$ cat config.mk
export PLATFORM = sky130hd
export DESIGN_NAME = mem_port_arbiter
export DESIGN_NICKNAME = d
export VERILOG_FILES = /design/src/rtl/mem_port_arbiter.sv
export SDC_FILE = /design/constraint.sdc
export NUM_CORES = 1
export LEC_CHECK = 0
export ABC_CLOCK_PERIOD_IN_PS = 1450
export CAP_MARGIN = 20
export CORE_MARGIN = 2
export CORE_UTILIZATION = 38
export DETAILED_ROUTE_END_ITERATION = 12
export PLACE_DENSITY = 0.79
export REMOVE_ABC_BUFFERS = 1
export SYNTH_ARGS = -nofsm -noshare
export SYNTH_HDL_FRONTEND = slang
export SYNTH_SLANG_ARGS = --single-unit
$ cat constraint.sdc
create_clock -name clk -period 1.45 [get_ports clk]
set_input_delay 0.29 -clock clk [delete_from_list [all_inputs] [get_ports clk]]
set_output_delay 0.29 -clock clk [all_outputs]
set_load 0.05 [all_outputs]
$ cat src/rtl/mem_port_arbiter.sv
// Round-robin arbiter sharing one single-outstanding memory port among NUM_REQ requesters.
// Define MEM_ARB_TIMEOUT_EN to abort transactions whose memory never answers within TIMEOUT cycles.
module mem_port_arbiter #(
  parameter int NUM_REQ = 2,
  parameter int AW      = 8,
  parameter int DW      = 8,
  parameter int TIMEOUT = 16
) (
  input  logic                  clk,
  input  logic                  rst,
  input  logic [NUM_REQ-1:0]    req_valid,
  input  logic [NUM_REQ-1:0]    req_we,
  input  logic [NUM_REQ*AW-1:0] req_addr,
  input  logic [NUM_REQ*DW-1:0] req_wdata,
  output logic [NUM_REQ-1:0]    req_ready,
  output logic [NUM_REQ-1:0]    req_err,
  output logic [DW-1:0]         req_rdata,
  output logic                  mem_req,
  output logic                  mem_we,
  output logic [AW-1:0]         mem_addr,
  output logic [DW-1:0]         mem_wdata,
  input  logic                  mem_ready,
  input  logic [DW-1:0]         mem_rdata,
  output logic [1:0]            grant_id,
  output logic                  busy
);

  if (NUM_REQ < 2 || NUM_REQ > 4 || TIMEOUT < 2) begin : g_bad_param
    $error("mem_port_arbiter: NUM_REQ must be 2..4 and TIMEOUT >= 2");
  end

  typedef enum logic [1:0] {
    S_IDLE = 2'd0,
    S_BUSY = 2'd1,
    S_GAP  = 2'd2
  } state_e;

  state_e               state_q, state_d;
  logic [1:0]           last_q, last_d;
  logic [1:0]           grant_q, grant_d;
  logic                 mem_req_q, mem_req_d;
  logic                 mem_we_q, mem_we_d;
  logic [AW-1:0]        mem_addr_q, mem_addr_d;
  logic [DW-1:0]        mem_wdata_q, mem_wdata_d;
  logic [NUM_REQ-1:0]   ready_q, ready_d;
  logic [DW-1:0]        rdata_q, rdata_d;

`ifdef MEM_ARB_TIMEOUT_EN
  localparam int CW = $clog2(TIMEOUT);
  logic [CW-1:0]        cnt_q, cnt_d;
  logic [NUM_REQ-1:0]   err_q, err_d;
`endif

  // Requester fields widened to a fixed 4-entry view so a 2-bit index is always in range.
  logic [3:0]           valid4;
  logic [3:0]           we4;
  logic [AW-1:0]        addr_a  [4];
  logic [DW-1:0]        wdata_a [4];
  logic [3:0]           onehot4;
  logic [NUM_REQ-1:0]   grant_onehot;
  logic                 win_found;
  logic [1:0]           win_idx;

  assign valid4       = 4'(req_valid);
  assign we4          = 4'(req_we);
  assign onehot4      = 4'b0001 << grant_q;
  assign grant_onehot = onehot4[NUM_REQ-1:0];

  always_comb begin
    for (int i = 0; i < 4; i++) begin
      addr_a[i]  = '0;
      wdata_a[i] = '0;
    end
    for (int i = 0; i < NUM_REQ; i++) begin
      addr_a[i]  = req_addr[i*AW +: AW];
      wdata_a[i] = req_wdata[i*DW +: DW];
    end
  end

  // Search last+1, last+2, ... modulo NUM_REQ; the first valid requester wins.
  always_comb begin
    logic [1:0] cand;
    win_found = 1'b0;
    win_idx   = last_q;
    cand      = last_q;
    for (int k = 1; k <= NUM_REQ; k++) begin
      cand = 2'((32'(last_q) + 32'(k)) % NUM_REQ);
      if (!win_found && valid4[cand]) begin
        win_found = 1'b1;
        win_idx   = cand;
      end
    end
  end

  always_comb begin
    // NOTE: every next-state signal takes its hold value first, so no path leaves one unassigned and no latch is inferred.
    state_d     = state_q;
    last_d      = last_q;
    grant_d     = grant_q;
    mem_req_d   = mem_req_q;
    mem_we_d    = mem_we_q;
    mem_addr_d  = mem_addr_q;
    mem_wdata_d = mem_wdata_q;
    ready_d     = ready_q;
    rdata_d     = rdata_q;
`ifdef MEM_ARB_TIMEOUT_EN
    cnt_d       = cnt_q;
    err_d       = err_q;
`endif

    unique case (state_q)
      S_IDLE: begin
        if (win_found) begin
          grant_d     = win_idx;
          last_d      = win_idx;
          mem_addr_d  = addr_a[win_idx];
          mem_wdata_d = wdata_a[win_idx];
          mem_we_d    = we4[win_idx];
          mem_req_d   = 1'b1;
          state_d     = S_BUSY;
`ifdef MEM_ARB_TIMEOUT_EN
          cnt_d       = '0;
`endif
        end
      end

      S_BUSY: begin
        if (mem_ready) begin
          mem_req_d = 1'b0;
          mem_we_d  = 1'b0;
          ready_d   = grant_onehot;
          rdata_d   = mem_we_q ? '0 : mem_rdata;
          state_d   = S_GAP;
        end
`ifdef MEM_ARB_TIMEOUT_EN
        else if (cnt_q == CW'(TIMEOUT - 1)) begin
          mem_req_d = 1'b0;
          mem_we_d  = 1'b0;
          ready_d   = grant_onehot;
          err_d     = grant_onehot;
          rdata_d   = '0;
          state_d   = S_GAP;
        end else begin
          cnt_d = cnt_q + 1'b1;
        end
`endif
      end

      // One dead cycle lets the requester see the pulse and drop valid before re-arbitration.
      S_GAP: begin
        ready_d = '0;
        rdata_d = '0;
        state_d = S_IDLE;
`ifdef MEM_ARB_TIMEOUT_EN
        err_d   = '0;
`endif
      end

      default: state_d = S_IDLE;
    endcase
  end

  always_ff @(posedge clk) begin
    // NOTE: sequential state uses non-blocking assignments so every register samples pre-edge values.
    if (rst) begin
      state_q     <= S_IDLE;
      last_q      <= 2'(NUM_REQ - 1);
      grant_q     <= '0;
      mem_req_q   <= 1'b0;
      mem_we_q    <= 1'b0;
      mem_addr_q  <= '0;
      mem_wdata_q <= '0;
      ready_q     <= '0;
      rdata_q     <= '0;
`ifdef MEM_ARB_TIMEOUT_EN
      cnt_q       <= '0;
      err_q       <= '0;
`endif
    end else begin
      state_q     <= state_d;
      last_q      <= last_d;
      grant_q     <= grant_d;
      mem_req_q   <= mem_req_d;
      mem_we_q    <= mem_we_d;
      mem_addr_q  <= mem_addr_d;
      mem_wdata_q <= mem_wdata_d;
      ready_q     <= ready_d;
      rdata_q     <= rdata_d;
`ifdef MEM_ARB_TIMEOUT_EN
      cnt_q       <= cnt_d;
      err_q       <= err_d;
`endif
    end
  end

  assign req_ready = ready_q;
  assign req_rdata = rdata_q;
  assign mem_req   = mem_req_q;
  assign mem_we    = mem_we_q;
  assign mem_addr  = mem_addr_q;
  assign mem_wdata = mem_wdata_q;
  assign grant_id  = grant_q;
  assign busy      = (state_q != S_IDLE);

`ifdef MEM_ARB_TIMEOUT_EN
  assign req_err = err_q;
`else
  assign req_err = '0;
`endif

endmodule

==> metrics.txt <==
Final HPWL DP=roughly 2900 um; Final setup viols=0; final worst slack=~72 ps; Unique masters post-synth=25; vias per inst=4.82; Clock transition at path regs=~60 ps; unrepaired setup endpoints after global routing=false; chip height=between 60 and 70 um; hold buffer count at CTS=0; pwr dens=between 1000 and 1500 nW/um^2; Final Slew Violations=0; crit path time final=between 1000 and 1500 ps; core box area=between 3000 and 4000 sq um; Final Hold Fails=0; count leader, synth=dfxtp_1; Max-Cap Viols=0; Sink Count=33; wire length per cell=~13 um; CTS Buffer Depth=2; Post-Place Cells=about 270; Routed Antenna Nets=0; Place WS=-205 ps; yosys warns=0; crit path kind=register to output pin; first-pass GRT wire length=~5700 um; Leakage=1.10 nW; number of remaining DRC errors=0; most frequent cells after synthesis=dfxtp_1 (33), nor2_1 (31), mux2i_1 (17); mean area per synthesized cell=about 10 sq um; clk_skew=about 7.2 ps; P&R area growth vs syn=87.2%; largest net degree at the start of global routing=25; GR Util All Layers=around 18%; Pre-Repair DR Iteration Count=4; grt total ovfl=0; Ports=80; vias in the first global route=around 1300; crit path max fanout=5; post-synthesis sequential area ratio=between 40% and 50%; Initial Util=39.5%; CTS Root Cell=clkbuf_8; initial antenna violation count=0; top cell type's share of synthesized area=a little under half; TritonCTS Buffers=5; status=complete, no violations; # fillers=approximately 250; critical path arrival=around 1100 ps; H-tree Lvls=2; top cells by area, synth=dfxtp_1 (46%), mux2i_1 (12%), a211oi_2 (11%), nor2_1 (8.1%), a22oi_1 (4.7%); Seq cells post-synth=33; Syn Inst Count=142; Post-synth EDFFs=0; I/O Buffers=77; ys async rst share=0%; CTS tree=yes; area of the mapped netlist=roughly 1400 sq um; antenna cells=0; die area=between 4000 and 5000 sq um; routability cong.=~0.76; Worst Setup End Kind=output pin; Req. time, crit path=between 1000 and 1500 ps; row count=22; Starting DRT DRC Count=38; Yosys top cell by area=dfxtp_1; post-cts resize count=0; DRT Wirelength=roughly 3700 um; Max Fclk=726 MHz; Top FF cell, synth=dfxtp_1; CP startpoint kind=register; latest clock arrival within the worst-skew pair=~280 ps; share of cells above drive strength 1=30.0%; Die X=65.7 um; Worst VDD drop=between 500 and 600 uV; Tcrit/Tclk final=a little over nine tenths; via count=approximately 1300; final non-filler cell total=around 280; post-CTS setup buffer count=0; Nets=273; Hold Path Class=register to register
==> where the power goes <==
part           internal, mW  switching [mW]  total, mW
Clock                 0.332           0.323      0.656
Combinational         0.581           0.554       1.13
Sequential            0.992          0.0890       1.08
==> cells by family (layout without fill, tap and decap cells) <==
logic type / count (synthesis) / count (layout) / share of synthesized area, %
buffers and inverters: 13 / 97 / 6.23
DFF: 33 / 33 / 45.7
muxes: 17 / 17 / 11.8
other: 1 / 2 / 0.259
and+or+nand+nor: 45 / 45 / 14.4
AOI/OAI and AO/OA: 33 / 33 / 21.6
==> worst max-delay path: stages, from the launching register on <==
cell and delay [ps]:
dfxtp_1 360, or2_4 300, buf_12 150
==> state kept, by name (all words and copies together), names as in the netlist <==
register / cells
mem_we: 1
mem_wdata: 8
req_ready: 2
state_q: 2
mem_addr: 8
req_rdata: 8
grant_id: 1
last_q: 2
mem_req: 1
==> through the flow <==
stage                     instance area, sq um  util, %  hold slack [ps]  power (mW)  setup TNS, ps
after global routing                      2710     73.9              547        3.00              0
after global placement                    2620     71.4              491        2.22          -3570
after CTS                                 2700     73.7              515        2.90              0
after detailed placement                  2620     71.4              492        2.24          -4370
after floorplan                           1360        -              355        1.62         -10150
final                                     2710     73.9              509        2.87              0
==> final timing paths <==
kind | startpoint | to | slack [ps] | depth (start not counted)
worst max-delay path | state_q[1] | busy | 70 | 2
worst min-delay path | mem_req | mem_req | 510 | 2
worst max register to register | state_q[1] | mem_wdata[5] | 100 | 5
worst min register to register | mem_req | mem_req | 510 | 2
==> metal layers <==
layer	GRT usage (%)	part of all wire, %
met5	0	0
met4	7.81	1.7
met2	30.2	47
met3	7.53	11
met1	18.6	41
==> cell type report <==
type / count / area (sq um) / area share [%]
repair buffers: 88 / 1190 / 43.9
multi-input cells: 97 / 709 / 26.2
flip-flops and latches: 33 / 661 / 24.4
clock buffers: 6 / 72.6 / 2.68
well taps: 48 / 60.1 / 2.22
clock inverters: 2 / 10.0 / 0.370
inverters: 1 / 3.75 / 0.139
==> cell usage in the layout (no fill, tap or decap), drive strengths merged <==
master / n
clkdlybuf4s50: 46
buf: 42
dfxtp: 33
nor2: 32
mux2i: 17
a211oi: 17
a22oi: 9
clkbuf: 6
nand2: 4
a21oi: 4
nand2b: 2
conb: 2
clkinv: 2
or2: 2
nand3b: 2
o21ai: 1
inv: 1
o32ai: 1
a21boi: 1
nor3: 1
or3: 1
nor3b: 1
Note: power is estimated with default switching activity, not from simulation.
